`config.mk`:
```
export PLATFORM = sky130hd
export DESIGN_NAME = block_sequencer
export DESIGN_NICKNAME = d
export VERILOG_FILES = /design/src/rtl/block_sequencer.sv
export SDC_FILE = /design/constraint.sdc
export NUM_CORES = 1
export LEC_CHECK = 0
export BUFFER_PORTS_ARGS = -buffer_cell sky130_fd_sc_hd__buf_2
export CORE_MARGIN = 3
export CORE_UTILIZATION = 40
export DETAILED_ROUTE_END_ITERATION = 10
export PLACE_DENSITY = 0.65
export SYNTH_ARGS = -nofsm -noshare
export SYNTH_HDL_FRONTEND = slang
export SYNTH_SLANG_ARGS = --single-unit
export TNS_END_PERCENT = 5
```
`constraint.sdc`:
```
create_clock -name clock -period 1.8 [get_ports clock]
set_input_delay 0.09 -clock clock [delete_from_list [all_inputs] [get_ports clock]]
set_output_delay 0.09 -clock clock [all_outputs]
set_load 0.05 [all_outputs]
```
`src/rtl/block_sequencer.sv`:
```
// rtl/block_sequencer.sv - raster walk of 8x8 blocks over Y, U, V planes of a 320x240 frame
// Presents one block at a time to the sample address generator; one block_ack advances one block.
module block_sequencer #(
   parameter int          Y_COLS = 40,
   parameter int          Y_ROWS = 30,
   parameter int          C_COLS = 20,
   parameter int          C_ROWS = 30,
   parameter logic [17:0] Y_BASE = 18'd76800,
   parameter logic [17:0] U_BASE = 18'd153600,
   parameter logic [17:0] V_BASE = 18'd192000
) (
   input  logic        clock,
   input  logic        resetn,
   input  logic        start,
   input  logic        block_ack,
   output logic        block_req,
   output logic [5:0]  colIdx,
   output logic [5:0]  rowIdx,
   output logic [17:0] baseAddress,
   output logic        isYFinished,
   output logic [1:0]  plane,
   output logic [11:0] blocks_done,
   output logic        busy,
   output logic        done
);

   localparam logic [5:0]  Y_COL_LAST = 6'(Y_COLS - 1);
   localparam logic [5:0]  Y_ROW_LAST = 6'(Y_ROWS - 1);
   localparam logic [5:0]  C_COL_LAST = 6'(C_COLS - 1);
   localparam logic [5:0]  C_ROW_LAST = 6'(C_ROWS - 1);
   localparam logic [11:0] TOTAL      = 12'(Y_COLS * Y_ROWS + 2 * C_COLS * C_ROWS);

   typedef enum logic [2:0] {IDLE, RUN_Y, RUN_U, RUN_V, FINISH} state_t;
   state_t state;

   logic last_col;
   logic last_row;

   always_comb begin
      last_col = 1'b0;
      last_row = 1'b0;
      if (state == RUN_Y) begin
         last_col = (colIdx == Y_COL_LAST);
         last_row = (rowIdx == Y_ROW_LAST);
      end else begin
         last_col = (colIdx == C_COL_LAST);
         last_row = (rowIdx == C_ROW_LAST);
      end
   end

   always_ff @(posedge clock or negedge resetn) begin
      if (!resetn) begin
         state       <= IDLE;
         block_req   <= 1'b0;
         colIdx      <= '0;
         rowIdx      <= '0;
         baseAddress <= Y_BASE;
         isYFinished <= 1'b0;
         plane       <= 2'd0;
         blocks_done <= '0;
         busy        <= 1'b0;
         done        <= 1'b0;
      end else begin
         done <= 1'b0;
         case (state)
            IDLE: begin
               if (start) begin
                  state       <= RUN_Y;
                  block_req   <= 1'b1;
                  colIdx      <= '0;
                  rowIdx      <= '0;
                  baseAddress <= Y_BASE;
                  isYFinished <= 1'b0;
                  plane       <= 2'd0;
                  blocks_done <= '0;
                  busy        <= 1'b1;
               end
            end
            RUN_Y, RUN_U, RUN_V: begin
               if (block_ack) begin
                  if (blocks_done < TOTAL) begin
                     blocks_done <= blocks_done + 12'd1;
                  end
                  if (!last_col) begin
                     colIdx <= colIdx + 6'd1;
                  end else begin
                     colIdx <= '0;
                     if (!last_row) begin
                        rowIdx <= rowIdx + 6'd1;
                     end else begin
                        rowIdx <= '0;
                        case (state)
                           RUN_Y: begin
                              state       <= RUN_U;
                              baseAddress <= U_BASE;
                              plane       <= 2'd1;
                              isYFinished <= 1'b1;
                           end
                           RUN_U: begin
                              state       <= RUN_V;
                              baseAddress <= V_BASE;
                              plane       <= 2'd2;
                              isYFinished <= 1'b1;
                           end
                           default: begin
                              state     <= FINISH;
                              block_req <= 1'b0;
                              busy      <= 1'b0;
                              done      <= 1'b1;
                           end
                        endcase
                     end
                  end
               end
            end
            FINISH:  state <= IDLE;
            default: state <= IDLE;
         endcase
      end
   end

endmodule

```
# --- After elaboration in Yosys (flattened, before gate mapping) ---
# Cells that the tools add are included.
op_classes:
  div: 0
  magnitude_cmp: 1
  n_shift: 0
  n_mux: 48
  add_sub_neg: 3
  n_reduce_logical: 11
  eq_ne: 14
  mul: 0
  bitwise_logic: 0
ops:
  columns: ["cell", "n"]
  rows:
  - ["$mux 18", 4]
  - ["$pmux 18 s2", 2]
  - ["$mux 12", 3]
  - ["$mux 6", 6]
  - ["$pmux 12 s2", 1]
  - ["$pmux 6 s2", 2]
  - ["$reduce_and 6->1", 3]
  - ["$mux 1", 16]
  - ["$ne 2x2->1 const B", 7]
  - ["$add 12x1->12 const B", 1]
  - ["$add 6x1->6 const B", 2]
  - ["$eq 6x5->1 const B", 2]
  - ["$lt 12x12->1 const B", 1]
  - ["$mux 3", 4]
  - ["$pmux 3 s2", 2]
  - ["$reduce_and 4->1", 3]
  - ["$mux 2", 4]
  - ["$pmux 2 s2", 2]
  - ["$eq 3x2->1 const B", 2]
  - ["$eq 6x6->1 const B", 1]
  - ["$pmux 1 s2", 2]
  - ["$eq 3x1->1 const B", 1]
  - ["$logic_not 3->1", 1]
  - ["$ne 3x3->1 const B", 1]
  - ["other kinds (4)", 4]
word_totals:
  ff_bits: 50
  latchBits: 0
  romBits: 0
  mem_bits_rw: 0
  word_cells: 86
  mem_count: 0
  output_inout_bits: 48

# --- Depth between registers and ports, before layout ---
depth:
  ltp_word: 7
  depth_mapped: 7

# --- Least setup slack after synthesis ---
# Ideal clock, no wire load.
synth_path:
  path_type: "reg2reg"
  from: "register colIdx[4]"
  to: "register baseAddress[13]"
  path_slack_ns: -0.308
  setup_time_ns: 0.079
  path_buffers: 0
  path_stages_with_launch: 5
  t_arrival_ns: 2.030
  path_cell_list: "dfrtp_1 -> or3b_1 -> mux2_4 -> or4_4 -> o211a_1"
synth_via:
  elab_chain_len: 4
  elab_cells_between_ends: 5
  cone_classes: "3 x eq/ne; 1 x mux; 1 x reduce/logical"
synth_rtl:
  columns: ["item", "line_no", "text"]
  rows:
  - ["from (decl)", "17", "output logic [5:0] colIdx,"]
  - ["from (signal assigned)", "85", "colIdx <= colIdx + 6'd1;"]
  - ["$eq 6x5->1 / $eq 6x6->1 (equally long branches)", "46, 43", null]
  - ["$mux 1 (*)", "42", "if (state == RUN_Y) begin"]
  - ["$ne 2x2->1 (no line) (*)", null, null]
  - ["$reduce_and 6->1 (no line) (*)", null, null]
  - ["to (signal assigned)", "57", "baseAddress <= Y_BASE;"]
  - ["to (signal assigned)", "72", "baseAddress <= Y_BASE;"]
  - ["to (signal assigned)", "95", "baseAddress <= U_BASE;"]
  - ["to (decl)", "19", "output logic [17:0] baseAddress,"]
# Mark *: on every way between the ends. The rest lies on a longest branch, timed or not.
# A chain may end at the register's enable or synchronous reset.

# --- Worst setup path in the final report ---
layout_path:
  from: "register colIdx[5]"
  to: "register baseAddress[13]"
# Same word-level chain as after synthesis.

==> results.json <==
{
  "status": "complete, but fails checks",
  "violations": "negative setup slack",
  "drt_iter0_drc": 151,
  "setup_viol_count_final": 3,
  "max_slew.worst_pin.slew_ps": 565.3,
  "n_antenna_cell": 0,
  "worst_slack_ps": -23.91,
  "hold_viol": 0,
  "yosys-top-cells-count": "32 x dfrtp_1, 24 x nand2_1, 17 x buf_4",
  "die_area_mm2": 0.006313,
  "antenna_found_initial": 0,
  "ys.flop_type": "dfrtp_1",
  "multiInputGateArea_mm2": 0.001179,
  "grt_pass1_wl_um": 8963,
  "post-synth-top-count-cell": "dfrtp_1",
  "clock_sinks": 34,
  "maxSlewViolCount": 0,
  "synth_cell_types": 56,
  "hold_class": "input pin to flop",
  "die_h_um": 79.46,
  "crit_path_max_fanout": 4,
  "final_nets": 302,
  "area.sequential_um2": 858.3,
  "detail_route.wirelength_um": 5346,
  "synth_area_mm2": 0.002158,
  "synthCells": 232,
  "rows": 26,
  "synth_top_cell_by_area": "dfrtp_1",
  "drv_cap": 0,
  "fp.dieW_um": 79.46,
  "clk_pin_slew_ps": 70,
  "wl_per_cell_um": 14.69,
  "place_ws_ps": -57.38,
  "num_vias": 1968,
  "htree_num_levels": 2,
  "area_growth_syn_to_layout_pct": 24.58,
  "grt_pass1_vias": 1775,
  "core_area_mm2": 0.005172,
  "synth_seq_area_share": 0.3954,
  "max_freq_ghz": 0.5483,
  "cp-start-kind": "flop",
  "post_cts_buffers": 0,
  "grt_overflow": 0,
  "peakVddDrop_uv": 428.2,
  "dr.pass1.iters": 5,
  "final.min_clock_period_ps": 1824,
  "grt_use_total": 0.1805,
  "ant_nets": 0,
  "num_io_pins": 52,
  "powerDensity_mw_per_mm2": 980.1,
  "power.total_mw": 2.635,
  "period_share": 1.013,
  "yosysTopAreaCellShare": 0.3710,
  "initial_core_util": 0.4173,
  "ys_warn_count": 0,
  "vias_per_cell": 5.407,
  "drive_gt1_frac": 0.3639,
  "synthTopCellsByArea": "dfrtp_1 37%, buf_4 5.9%, nand2_1 4.2%",
  "ys_ff_latch": 34,
  "place_congestion": 0.9016,
  "crit_required_ps": 2030,
  "cts_buffers": 5,
  "final_cells": 364,
  "drcViolationCount": 0,
  "ys_async_sr_fraction": 1.000,
  "leakage_nw": 1.326,
  "syn_avg_cell_area_um2": 9.303,
  "path_class": "flop to flop",
  "dp_cells": 356,
  "numPortBuffers": 41,
  "cts.path.max_buffers": 2,
  "end_kind": "flop",
  "grt_start_max_net_pins": 24,
  "cp.arrival_ps": 2050,
  "max_slew_margin": 0.6215,
  "cts_tree": "built",
  "clkLatencyLatePin_ps": 290,
  "synth_edf_count": 0,
  "hpwlAfterDp_um": 3902,
  "reg2reg_slack_ps": -20,
  "finClkSkew_ps": 10.75,
  "rsz0062_at_grt": "yes",
  "root_buffer": "clkbuf_8",
  "n_fill_cell": 469
}
critical path, cell delays in order (launching register included):
cell and delay (ps):
dfrtp_2 390, or3b_1 390, mux2_4 310, or4_4 530, o211a_1 140
registers in the layout, summed over array words and instances, names as in the netlist:
| register | count |
|---|---|
| rowIdx | 6 |
| blocks_done | 12 |
| plane | 1 |
| busy | 1 |
| colIdx | 6 |
| state | 3 |
| done | 1 |
| baseAddress | 4 |
area by class of cell:
cell class                 instances  area share
sequential                        34      0.3192
clock inverter                     2    0.003723
inverter                           6    0.008376
multi-input combinational        173      0.4383
clock buffer                       5     0.02559
tap                               70     0.03257
timing repair buffer              74      0.1722
cells in the final DEF, fill, tap and decap left out, types with 3 or more instances in the layout:
cell      Yosys  final
nor2_1        9      9
buf_2         2     41
clkbuf_8      1      5
ha_1          4      3
mux2i_1       7      7
inv_1         6      6
nand4_1       4      4
o211ai_1      7      7
dfrtp_2       0      4
o21ai_0      15     12
and3_1        7      7
a31oi_1       6      6
nor4_1        6      6
nand3_1       9      9
a21oi_1       5      3
nand2b_1     10     10
buf_4        17     30
nand2_1      24     24
conb_1        2     10
o21a_1        4      4
dfrtp_1      32     28
final timing paths:
path | from | end | cells after the start
hold reg to reg | baseAddress[16] | baseAddress[16] | 2
min in group asynchronous | resetn | plane[0] | 2
hold / removal | block_ack | state[2] | 3
setup reg to reg | colIdx[5] | baseAddress[13] | 4
setup / recovery | colIdx[5] | baseAddress[13] | 4
max in group asynchronous | resetn | baseAddress[16] | 3
cell families (layout without fill, tap and decap cells):
family | count (synthesis) | count (layout) | synth area share
DFF | 34 | 34 | 0.3954
buffers and inverters | 33 | 87 | 0.1003
and+or+nand+nor | 92 | 92 | 0.2429
other | 2 | 10 | 0.003480
AOI/OAI and AO/OA | 57 | 57 | 0.1849
adders and majority gates | 4 | 4 | 0.02319
muxes | 10 | 10 | 0.04985
report_power, final:
part | total (mW) | switching, mW | internal, mW | leakage, nW
Clock | 0.527 | 0.267 | 0.259 | 0.0438
Combinational | 1.11 | 0.773 | 0.332 | 0.866
Sequential | 1.00 | 0.123 | 0.880 | 0.416
metal layers:
layer / vias to the layer above / wire [um] / global-route usage
li1: 953 / - / -
met1: 942 / 2526 / 0.2548
met2: 67 / 2480 / 0.2788
met3: 6 / 278 / 0.03725
met4: 0 / 61 / 0.05155
met5: - / 0 / 0
stage by stage:
stage / cell area, um^2 / hold WS (ps) / TNS (ps) / utilization
floorplan: 2192 / -205.6 / -1016 / -
global placement: 2531 / 103.5 / -19.25 / 0.4894
detailed placement: 2531 / 107.4 / -268.2 / 0.4894
CTS: 2641 / 151.4 / -38.42 / 0.5106
global route: 2689 / 171.2 / -534.9 / 0.5198
finish: 2689 / 165.8 / -37.63 / 0.5198
timing repair:
item                                   4_1_cts  5_1_grt
setup endpoints to repair                   12       27
resized for setup                            5       14
hold buffers                                 1        0
pin swaps                                    2        4
endpoints found under the hold margin       21        0
(Power assumes the default switching activity.)
